--- src/rtl/instr_fetch.sv ---
// Instruction fetch stage: owns the PC, runs the req/ack read to instruction memory,
// hands each fetched word to the IR with a one-cycle ir_load strobe, and flags memory timeouts.
module instr_fetch #(
    parameter int unsigned ADDR_W   = 16,
    parameter int unsigned DATA_W   = 32,
    parameter int unsigned RESET_PC = 0,
    parameter int unsigned TIMEOUT  = 15
) (
    input  logic              clk,
    input  logic              rst_f,
    input  logic              fetch_req,
    input  logic              br_taken,
    input  logic [ADDR_W-1:0] br_addr,
    output logic              mem_req,
    output logic [ADDR_W-1:0] mem_addr,
    input  logic              mem_ack,
    input  logic [DATA_W-1:0] mem_rdata,
    output logic              ir_load,
    output logic [DATA_W-1:0] ir_data,
    output logic [ADDR_W-1:0] pc_out,
    output logic              busy,
    output logic              fault
);

    localparam logic [7:0] TimeoutLast = 8'(TIMEOUT - 1);

    typedef enum logic [1:0] {StIdle, StReq, StLoad, StFault} state_e;

    state_e            state_q, state_d;
    logic [ADDR_W-1:0] pc_q, pc_d;
    logic [ADDR_W-1:0] pend_addr_q, pend_addr_d;
    logic              pend_q, pend_d;
    logic              fault_q, fault_d;
    logic [DATA_W-1:0] ir_data_q, ir_data_d;
    logic [7:0]        cnt_q, cnt_d;

    always_comb begin
        state_d     = state_q;
        pc_d        = pc_q;
        pend_addr_d = pend_addr_q;
        pend_d      = pend_q;
        fault_d     = fault_q;
        ir_data_d   = ir_data_q;
        cnt_d       = cnt_q;

        unique case (state_q)
            StIdle: begin
                // A branch seen together with fetch_req steers this very fetch.
                if (br_taken) pc_d = br_addr;
                if (fetch_req) begin
                    cnt_d   = '0;
                    state_d = StReq;
                end
            end
            StReq: begin
                if (br_taken) begin
                    pend_d      = 1'b1;
                    pend_addr_d = br_addr;
                end
                if (mem_ack) begin
                    ir_data_d = mem_rdata;
                    cnt_d     = '0;
                    state_d   = StLoad;
                end else if (cnt_q == TimeoutLast) begin
                    fault_d = 1'b1;
                    cnt_d   = '0;
                    state_d = StFault;
                end else begin
                    cnt_d = cnt_q + 8'd1;
                end
            end
            StLoad: begin
                // A branch arriving in this last busy cycle still wins over older ones.
                if (br_taken)    pc_d = br_addr;
                else if (pend_q) pc_d = pend_addr_q;
                else             pc_d = pc_q + ADDR_W'(1);
                pend_d  = 1'b0;
                state_d = StIdle;
            end
            StFault: begin
                state_d = StFault;
            end
            default: state_d = StIdle;
        endcase
    end

    always_ff @(posedge clk) begin
        if (!rst_f) begin
            state_q     <= StIdle;
            pc_q        <= ADDR_W'(RESET_PC);
            pend_addr_q <= '0;
            pend_q      <= 1'b0;
            fault_q     <= 1'b0;
            ir_data_q   <= '0;
            cnt_q       <= '0;
        end else begin
            state_q     <= state_d;
            pc_q        <= pc_d;
            pend_addr_q <= pend_addr_d;
            pend_q      <= pend_d;
            fault_q     <= fault_d;
            ir_data_q   <= ir_data_d;
            cnt_q       <= cnt_d;
        end
    end

    assign mem_req  = (state_q == StReq);
    assign ir_load  = (state_q == StLoad);
    assign mem_addr = pc_q;
    assign pc_out   = pc_q;
    assign busy     = (state_q != StIdle);
    assign fault    = fault_q;
    assign ir_data  = ir_data_q;

endmodule

--- config.mk ---
export PLATFORM = sky130hd
export DESIGN_NAME = instr_fetch
export DESIGN_NICKNAME = d
export VERILOG_FILES = /design/src/rtl/instr_fetch.sv
export SDC_FILE = /design/constraint.sdc
export NUM_CORES = 1
export LEC_CHECK = 0
export CELL_PAD_IN_SITES_DETAIL_PLACEMENT = 1
export CELL_PAD_IN_SITES_GLOBAL_PLACEMENT = 2
export CORE_MARGIN = 5
export CORE_UTILIZATION = 23
export DETAILED_ROUTE_END_ITERATION = 12
export PLACE_DENSITY_LB_ADDON = 0.1
export SYNTH_ARGS = -nofsm -noshare
export SYNTH_HDL_FRONTEND = slang
export SYNTH_SLANG_ARGS = --single-unit
export TNS_END_PERCENT = 20
--- constraint.sdc ---
create_clock -name clk -period 1.5 [get_ports clk]
set_input_delay 0.3 -clock clk [delete_from_list [all_inputs] [get_ports clk]]
set_output_delay 0.3 -clock clk [all_outputs]
set_load 0.05 [all_outputs]
* After elaboration in Yosys (flattened, before gate mapping) *
Cells that the tools add are included.

word-level totals
  register bits after elaboration = 76
  input port bits = 53
  output and inout port bits = 68
  word-level logic and storage cells = 44

operators by class
  $add $sub $neg = 2
  eq/ne operators = 8
  multiplexer cells = 14
  bitwise gates (word level) = 1
  reduce and logical (&&, ||, !) cells = 12

operators with widths
  kind                                                  number
  2-to-1 mux 16 bit                                     3
  case mux 16 bit (2 select lines)                      1
  2-to-1 mux 8 bit                                      3
  adder 16 x 1 -> 16 bit (second input constant)        1
  case mux 8 bit (2 select lines)                       1
  AND reduction 2 bit                                   6
  adder 8 x 1 -> 8 bit (second input constant)          1
  equality test 8 x 4 -> 1 bit (second input constant)  1
  case mux 2 bit (4 select lines)                       1
  nonzero test 2 bit                                    4
  2-to-1 mux 2 bit                                      3
  != test 2 bit (second input constant)                 3
  equality test 2 bit (second input constant)           2
  != test 3 x 1 -> 1 bit (second input constant)        1
  AND reduction 3 bit                                   1
  equality test 2 x 1 -> 1 bit (second input constant)  1
  logical NOT 2 bit                                     1
  case mux 1 bit (2 select lines)                       1
  2-to-1 mux 1 bit                                      1
  NOT 1 bit                                             1

* Depth between registers and ports, before layout *
Gate-level depths: netlist of run 1.

  depth in word-level cells = 4
  gate-level depth with buffers = 6

* Least setup slack after synthesis of run 1 *
OpenSTA, ideal clock, no wires.

  path kind = reg-to-reg
  from = reg state_q[0]
  to = reg ir_data_q[0] (netlist: ir_data[0])
  data arrival time = 1947 ps
  required time = 1424 ps
  setup slack = -522 ps
  cell stages (with the launch flop) = 7
  path buffers = 2
  cell sequence = dfxtp_1 nor2b_1 and2_1 clkbuf_1 buf_2 nand2_1 a21boi_0

between the ends
  cells in the longest elaborated chain, start to end = 2

RTL lines
  element                               RTL line  RTL
  from (decl)                           29        state_e state_q, state_d;
  from (signal assigned)                89        state_q <= StIdle;
  from (signal assigned)                97        state_q <= state_d;
  equality test 2 x 1 -> 1 bit          -
  named net mem_req                     14        output logic mem_req,
  AND reduction 2 bit (no source line)  -
  to (signal assigned)                  102       ir_data_q <= ir_data_d;
  to (decl)                             34        logic [DATA_W-1:0] ir_data_q, ir_data_d;

The timed path passes the listed nets, and every way through them passes these cells.
A chain may end at the register's enable or synchronous reset.

* Worst setup path after layout of run 1 *
  from = reg state_q[0]
  to = out ir_load

between the ends
  cells in the longest elaborated chain, start to end = 1

RTL lines
  element              RTL line  RTL
  equality test 2 bit  108       assign ir_load = (state_q == StLoad);
  to (decl)            18        output logic ir_load,

No other way between the ends.

==> flow_summary.yaml, run 1 <==
timing:
  worst_pin_slew_ns: 0.431
  max_freq_mhz: 654
  final_hold_viol_count: 0
  setup-violations-final: 1
  layout_setup_ws_ns: -0.0299
  fin_crit_sh_pct: 102
  clock_skew_ns: 0.00271
  slew_headroom_pct: 71.3
  period_minus_slack_ns: 1.53
  fin_setup_tns_ns: -0.0299
  drv_slew: 0
  rsz0062_at_grt: "true"
floorplanning:
  die_y_um: 138
  rows: 46
  start_util_pct: 23.6
  dieArea_mm2: 0.0190
  num_io_pins: 121
  die_w_um: 138
  core_mm2: 0.0159
layout:
  drive_gt1_share_pct: 32.8
  diodes: 0
  fill_cells: 1829
  design_area_mm2: 0.00681
  syn2layout_area_growth_pct: 81.3
  fin_nets: 679
synthesis:
  synth_area_mm2: 0.00376
  yosys.area_share.simple_pct: 23.4
  postSynthAreaPerCell_um2: 8.05
  synth_cell_types: 55
  synth_top_family_by_area: "compound AO/OA/AOI/OAI gates"
  synthArstFlopShare_pct: 0
  ys.flop_type: "dfxtp_1"
  syn_nets: 523
  synthMuxAreaShare_pct: 0.833
  syn_inst: 467
  synth_fa_ha_area_share_pct: 0.999
  yosysWarnings: 0
  synth_edf_count: 0
  yosysSeqAreaShare_pct: 40.5
  synth-xor-area-share_pct: 2.10
  ys_ff_latch: 76
  synth_compound_area_share_pct: 23.9
pwr:
  power.density_mw_per_mm2: 940
  p_leak_nw: 2.54
  vdd_ir_drop_max_mv: 0.478
worst_setup_path:
  r2r_start: "mem_addr[1]"
  r2r_setup_slack_ns: 0.03
  setup.worst_path.start_class: "flip-flop"
  path_class: "reg -> out"
  worst_r2r_path_depth: 4
  arrival_ns: 1.23
  r2r-end: "mem_addr[15]"
  end_kind: "output pin"
  cp_max_fo: 4
  worst_ep_required_time_ns: 1.20
detailed_routing:
  first_pass_iters: 4
  postRouteAntennaNets: 0
  wirelength_um: 13500
  drt_iter0_drc: 119
  viasPerCell: 4.57
  vias: 3861
  drc: 0
  wl_per_cell_um: 16.0
grt:
  antenna_found_initial: 1
  grt_max_degree: 33
  grt_pass1_vias: 4096
  grt_pass1_wl_um: 21700
  grtUsageTotal_pct: 14.8
  gr-total-overflow: 0
cts:
  cts_buffer_depth: 2
  h-tree-depth: 3
  clk_latency_ns: 0.34
  cts.clk_slew.worst_paths_ns: 0.06
  clockRootBuffer: "clkbuf_16"
  cts.sinks: 76
  cts_tree: "done"
  cts_buffers: 9
  cts_hold_buf: 0
worst_hold_path:
  holdCritStartpoint: "rst_f"
  min_path_cells: 3
  hold_path.class: "in -> reg"
  whs_endpoint: "mem_addr[12]"
placement:
  hpwlAfterDp_um: 10200
  port_buffers: 120
  placed_area_mm2: 0.00621
  globalplace.congestion: 0.773
job:
  max_cap_violations: 0
outcome:
  violations: "setup timing"
  status: "complete, but fails checks"
stage by stage:
| stage | hold WS, ns | power (mW) | setup WS (ns) | utilization, % | cells |
|---|---|---|---|---|---|
| global placement | 0.447 | 4.03 | -0.380 | 39.0 | 818 |
| global route | 0.381 | 6.70 | -0.0807 | 42.7 | 844 |
| finish | 0.368 | 6.40 | -0.0299 | 42.7 | 844 |
| CTS | 0.349 | 6.48 | -0.0645 | 41.9 | 837 |
| floorplan | 0.438 | 3.10 | -0.201 | - | 467 |
| detailed placement | 0.458 | 4.05 | -0.480 | 39.0 | 818 |
power by group:
| part | switching, mW | internal (mW) | leakage [nW] |
|---|---|---|---|
| Clock | 0.870 | 1.43 | 0.151 |
| Sequential | 0.0843 | 2.12 | 0.626 |
| Combinational | 0.955 | 0.931 | 1.76 |
cells by family after synthesis:
logic type | count (synthesis)
multiplexers | 3
adder cells (fa/ha/maj) | 3
flip-flops | 76
AND/OR/NAND/NOR | 189
XOR/XNOR | 9
AO/OA/AOI/OAI | 125
buffers and inverters | 62
layout make-up:
type,instances,area (µm²),area share (%)
well taps,216,270,3.97
clock inverters,3,42.5,0.625
repair buffers,192,2530,37.1
inverters,15,56.3,0.827
multi-input cells,329,2090,30.7
flip-flops and latches,76,1550,22.8
clock buffers,13,272,3.99
Yosys cell counts, types with 4 or more instances:
cell type	instances	area share [%]
xnor2_1	4	0.93
buf_2	11	1.5
nor2b_1	8	1.3
a2bb2oi_1	4	0.93
a21oi_1	16	2.1
nand2b_1	6	1.0
a211oi_1	5	1.0
buf_4	17	3.4
dfxtp_1	76	40
xor2_1	5	1.2
nor2_1	20	2.0
nand3_1	12	1.6
o21ai_0	14	1.9
a31oi_1	4	0.67
nand2_1	112	11
clkbuf_1	18	1.8
inv_1	15	1.5
a21boi_0	50	10
and2_1	4	0.67
o221ai_1	4	0.93
worst max-delay path by stage:
stage,start,cells after the start,endpoint
CTS,state_q[0],4,ir_load
global placement,br_taken,6,mem_addr[9]
detailed placement,br_taken,7,mem_addr[10]
finish,state_q[0],4,ir_load
global route,state_q[0],4,ir_load
floorplan,mem_addr[3],4,mem_addr[15]
cells in the final DEF, fill, tap and decap left out, types with 6 or more instances in the layout:
master / instances
a21boi_0: 49
buf_4: 58
clkdlybuf4s50_1: 50
o21ai_0: 13
a21oi_1: 15
clkbuf_16: 10
inv_1: 14
dfxtp_2: 12
buf_12: 75
nand2_1: 112
dfxtp_1: 60
buf_6: 6
nand3_1: 10
nor2b_1: 6
nand2b_1: 6
nor2_1: 17
sequential cells by signal, indices dropped and copies added (netlist names):
| name | count |
|---|---|
| pend_q | 1 |
| pend_addr_q | 16 |
| state_q | 2 |
| fault | 1 |
| ir_data | 32 |
| mem_addr | 16 |
| cnt_q | 8 |
layer usage:
layer | GRT usage [%] | wire length [µm] | vias up
met5 | 0 | 7 | -
met4 | 6.20 | 285 | 2
met3 | 5.22 | 1020 | 18
met2 | 24.5 | 6600 | 92
met1 | 17.3 | 5580 | 1848
li1 | - | - | 1901
repair_timing:
item / in CTS / in global routing
gates cloned: 0 / 1
resized for setup: 27 / 20
pin swaps: 2 / 15
buffers inserted: 3 / 6
endpoints found under the setup margin: 10 / 27
worst max-delay path, cell delays in order, from the launching register on:
cell and delay, ns:
dfxtp_2 0.33, buf_6 0.13, buf_12 0.12, nor2b_4 0.15, buf_12 0.15
Note: power is estimated with default switching activity, not from simulation.
==> run 2: changes to the inputs <==
--- a/config.mk
+++ b/config.mk
@@ -10,7 +10,9 @@
 export CORE_MARGIN = 5
 export CORE_UTILIZATION = 23
 export DETAILED_ROUTE_END_ITERATION = 12
+export GPL_TIMING_DRIVEN = 0
 export PLACE_DENSITY_LB_ADDON = 0.1
+export SLEW_MARGIN = 10
 export SYNTH_ARGS = -nofsm -noshare
 export SYNTH_HDL_FRONTEND = slang
 export SYNTH_SLANG_ARGS = --single-unit
==> run 2 against run 1 <==
- via count barely moved
- the run still ends with setup timing left
- highest routed layer unchanged
- maximum frequency rose by 0.56%
- critical path depth fell by 1
- first-iteration DRC count rose by 16%
- hold slack improved by 0.096 ns
- critical endpoint unchanged
- utilization fell by 5.0 points
- combinational power fell by 24%
==> flow_summary.yaml, run 2 (same netlist as run 1, synthesis figures left out) <==
grt:
  grtUsageTotal_pct: 15.0
  antenna_found_initial: 1
  grt_max_degree: 14
  grt_pass1_vias: 3977
  gr-total-overflow: 0
  grt_pass1_wl_um: 21800
floorplanning:
  die_w_um: 138
  core_mm2: 0.0159
  dieArea_mm2: 0.0190
  rows: 46
  die_y_um: 138
  num_io_pins: 121
  start_util_pct: 23.6
cts:
  cts_hold_buf: 0
  cts_buffers: 9
  cts.clk_slew.worst_paths_ns: 0.06
  cts.sinks: 76
  cts_tree: "done"
  clk_latency_ns: 0.35
  h-tree-depth: 3
  clockRootBuffer: "clkbuf_16"
  cts_buffer_depth: 2
detailed_routing:
  viasPerCell: 4.62
  drt_iter0_drc: 138
  wl_per_cell_um: 16.6
  drc: 0
  wirelength_um: 13900
  vias: 3863
  first_pass_iters: 4
  postRouteAntennaNets: 0
worst_setup_path:
  end_kind: "output pin"
  arrival_ns: 1.22
  worst_ep_required_time_ns: 1.20
  setup.worst_path.start_class: "flip-flop"
  path_class: "reg -> out"
  cp_max_fo: 9
timing:
  layout_setup_ws_ns: -0.0214
  clock_skew_ns: 0.00590
  final_hold_viol_count: 0
  max_freq_mhz: 657
  setup-violations-final: 3
  worst_pin_slew_ns: 0.504
  fin_crit_sh_pct: 101
  period_minus_slack_ns: 1.52
  drv_slew: 0
  rsz0062_at_grt: "true"
  slew_headroom_pct: 66.4
pwr:
  power.density_mw_per_mm2: 1040
  p_seq_share_pct: 35.7
  p_clk_share_pct: 41.5
  p_leak_nw: 2.20
  power_switching_mw: 1.91
  pwr-share-comb_pct: 22.8
  power.share.switching_pct: 30.5
  vdd_ir_drop_max_mv: 0.517
  p_int_mw: 4.36
  p_total_mw: 6.28
job:
  max_cap_violations: 0
outcome:
  violations: "setup timing"
  status: "complete, but fails checks"
layout:
  fin_nets: 672
  layout.cells.non_filler: 837
  drive_gt1_share_pct: 31.7
  mostFrequentLayoutCell: "nand2_1"
  largest_reg_flops: 32
  diodes: 0
  syn2layout_area_growth_pct: 60.0
  final_cell_mix: "nand2_1, dfxtp_1, clkdlybuf4s50_1, a21boi_0"
placement:
  port_buffers: 119
  hpwlAfterDp_um: 10200
  placedCellCount: 802
  globalplace.congestion: 0.746
  pre_cts_ws_ns: -0.725
worst_hold_path:
  hold_path.class: "reg -> reg"
-- run 2: path summary, 6_finish.rpt --
| check | start | to | slack [ns] | cells after the start |
|---|---|---|---|---|
| hold reg to reg | pend_addr_q[4] | pend_addr_q[4] | 0.46 | 2 |
| hold / removal | pend_addr_q[4] | pend_addr_q[4] | 0.46 | 2 |
| setup / recovery | state_q[1] | ir_load | -0.02 | 3 |
| setup reg to reg | cnt_q[0] | cnt_q[1] | -0.01 | 6 |
-- run 2: layout make-up --
| class | count | area [µm²] |
|---|---|---|
| buffer | 44 | 327 |
| clock inverter | 6 | 111 |
| clock buffer | 10 | 239 |
| tap | 216 | 270 |
| timing repair buffer | 141 | 1320 |
| inverter | 15 | 56.3 |
| sequential | 76 | 1580 |
| multi-input combinational | 329 | 2110 |
| fill | 1875 | 9930 |
-- run 2: metrics by stage --
stage	util, %	setup TNS, ns	hold slack (ns)	instance area [µm²]
2_1_floorplan	-	-0.482	0.438	3800
3_3_place_gp	33.0	-27.24	0.448	5260
4_1_cts	36.2	-0.596	0.468	5770
3_5_place_dp	33.0	-29.04	0.459	5260
6_report	37.7	-0.0472	0.464	6010
5_1_grt	37.7	-0.352	0.487	6010
-- run 2: power by group through the flow --
stage / clock, mW / combinational, mW / sequential [mW]
floorplan: 0 / 0.594 / 2.50
global placement: 0 / 1.37 / 2.27
detailed placement: 0 / 1.37 / 2.28
CTS: 2.68 / 1.38 / 2.24
global route: 2.78 / 1.53 / 2.26
finish: 2.60 / 1.43 / 2.24
-- run 2: metal layers --
metal  global-route usage, %  share of wire (%)
met1                    17.5                 43
met2                    25.1                 49
met3                    5.95                7.1
met4                    4.72                1.3
met5                       0              0.050
-- run 2: timing repair --
item,in CTS,in global routing
setup buffers,8,14
pin swaps,4,16
endpoints found under the setup margin,135,72
gates cloned,0,0
resized for setup,284,61
-- run 2: critical path, stage by stage (launching register included) --
cell,delay [ns]
dfxtp_4,0.39
buf_8,0.14
nor2b_4,0.19
buf_8,0.16
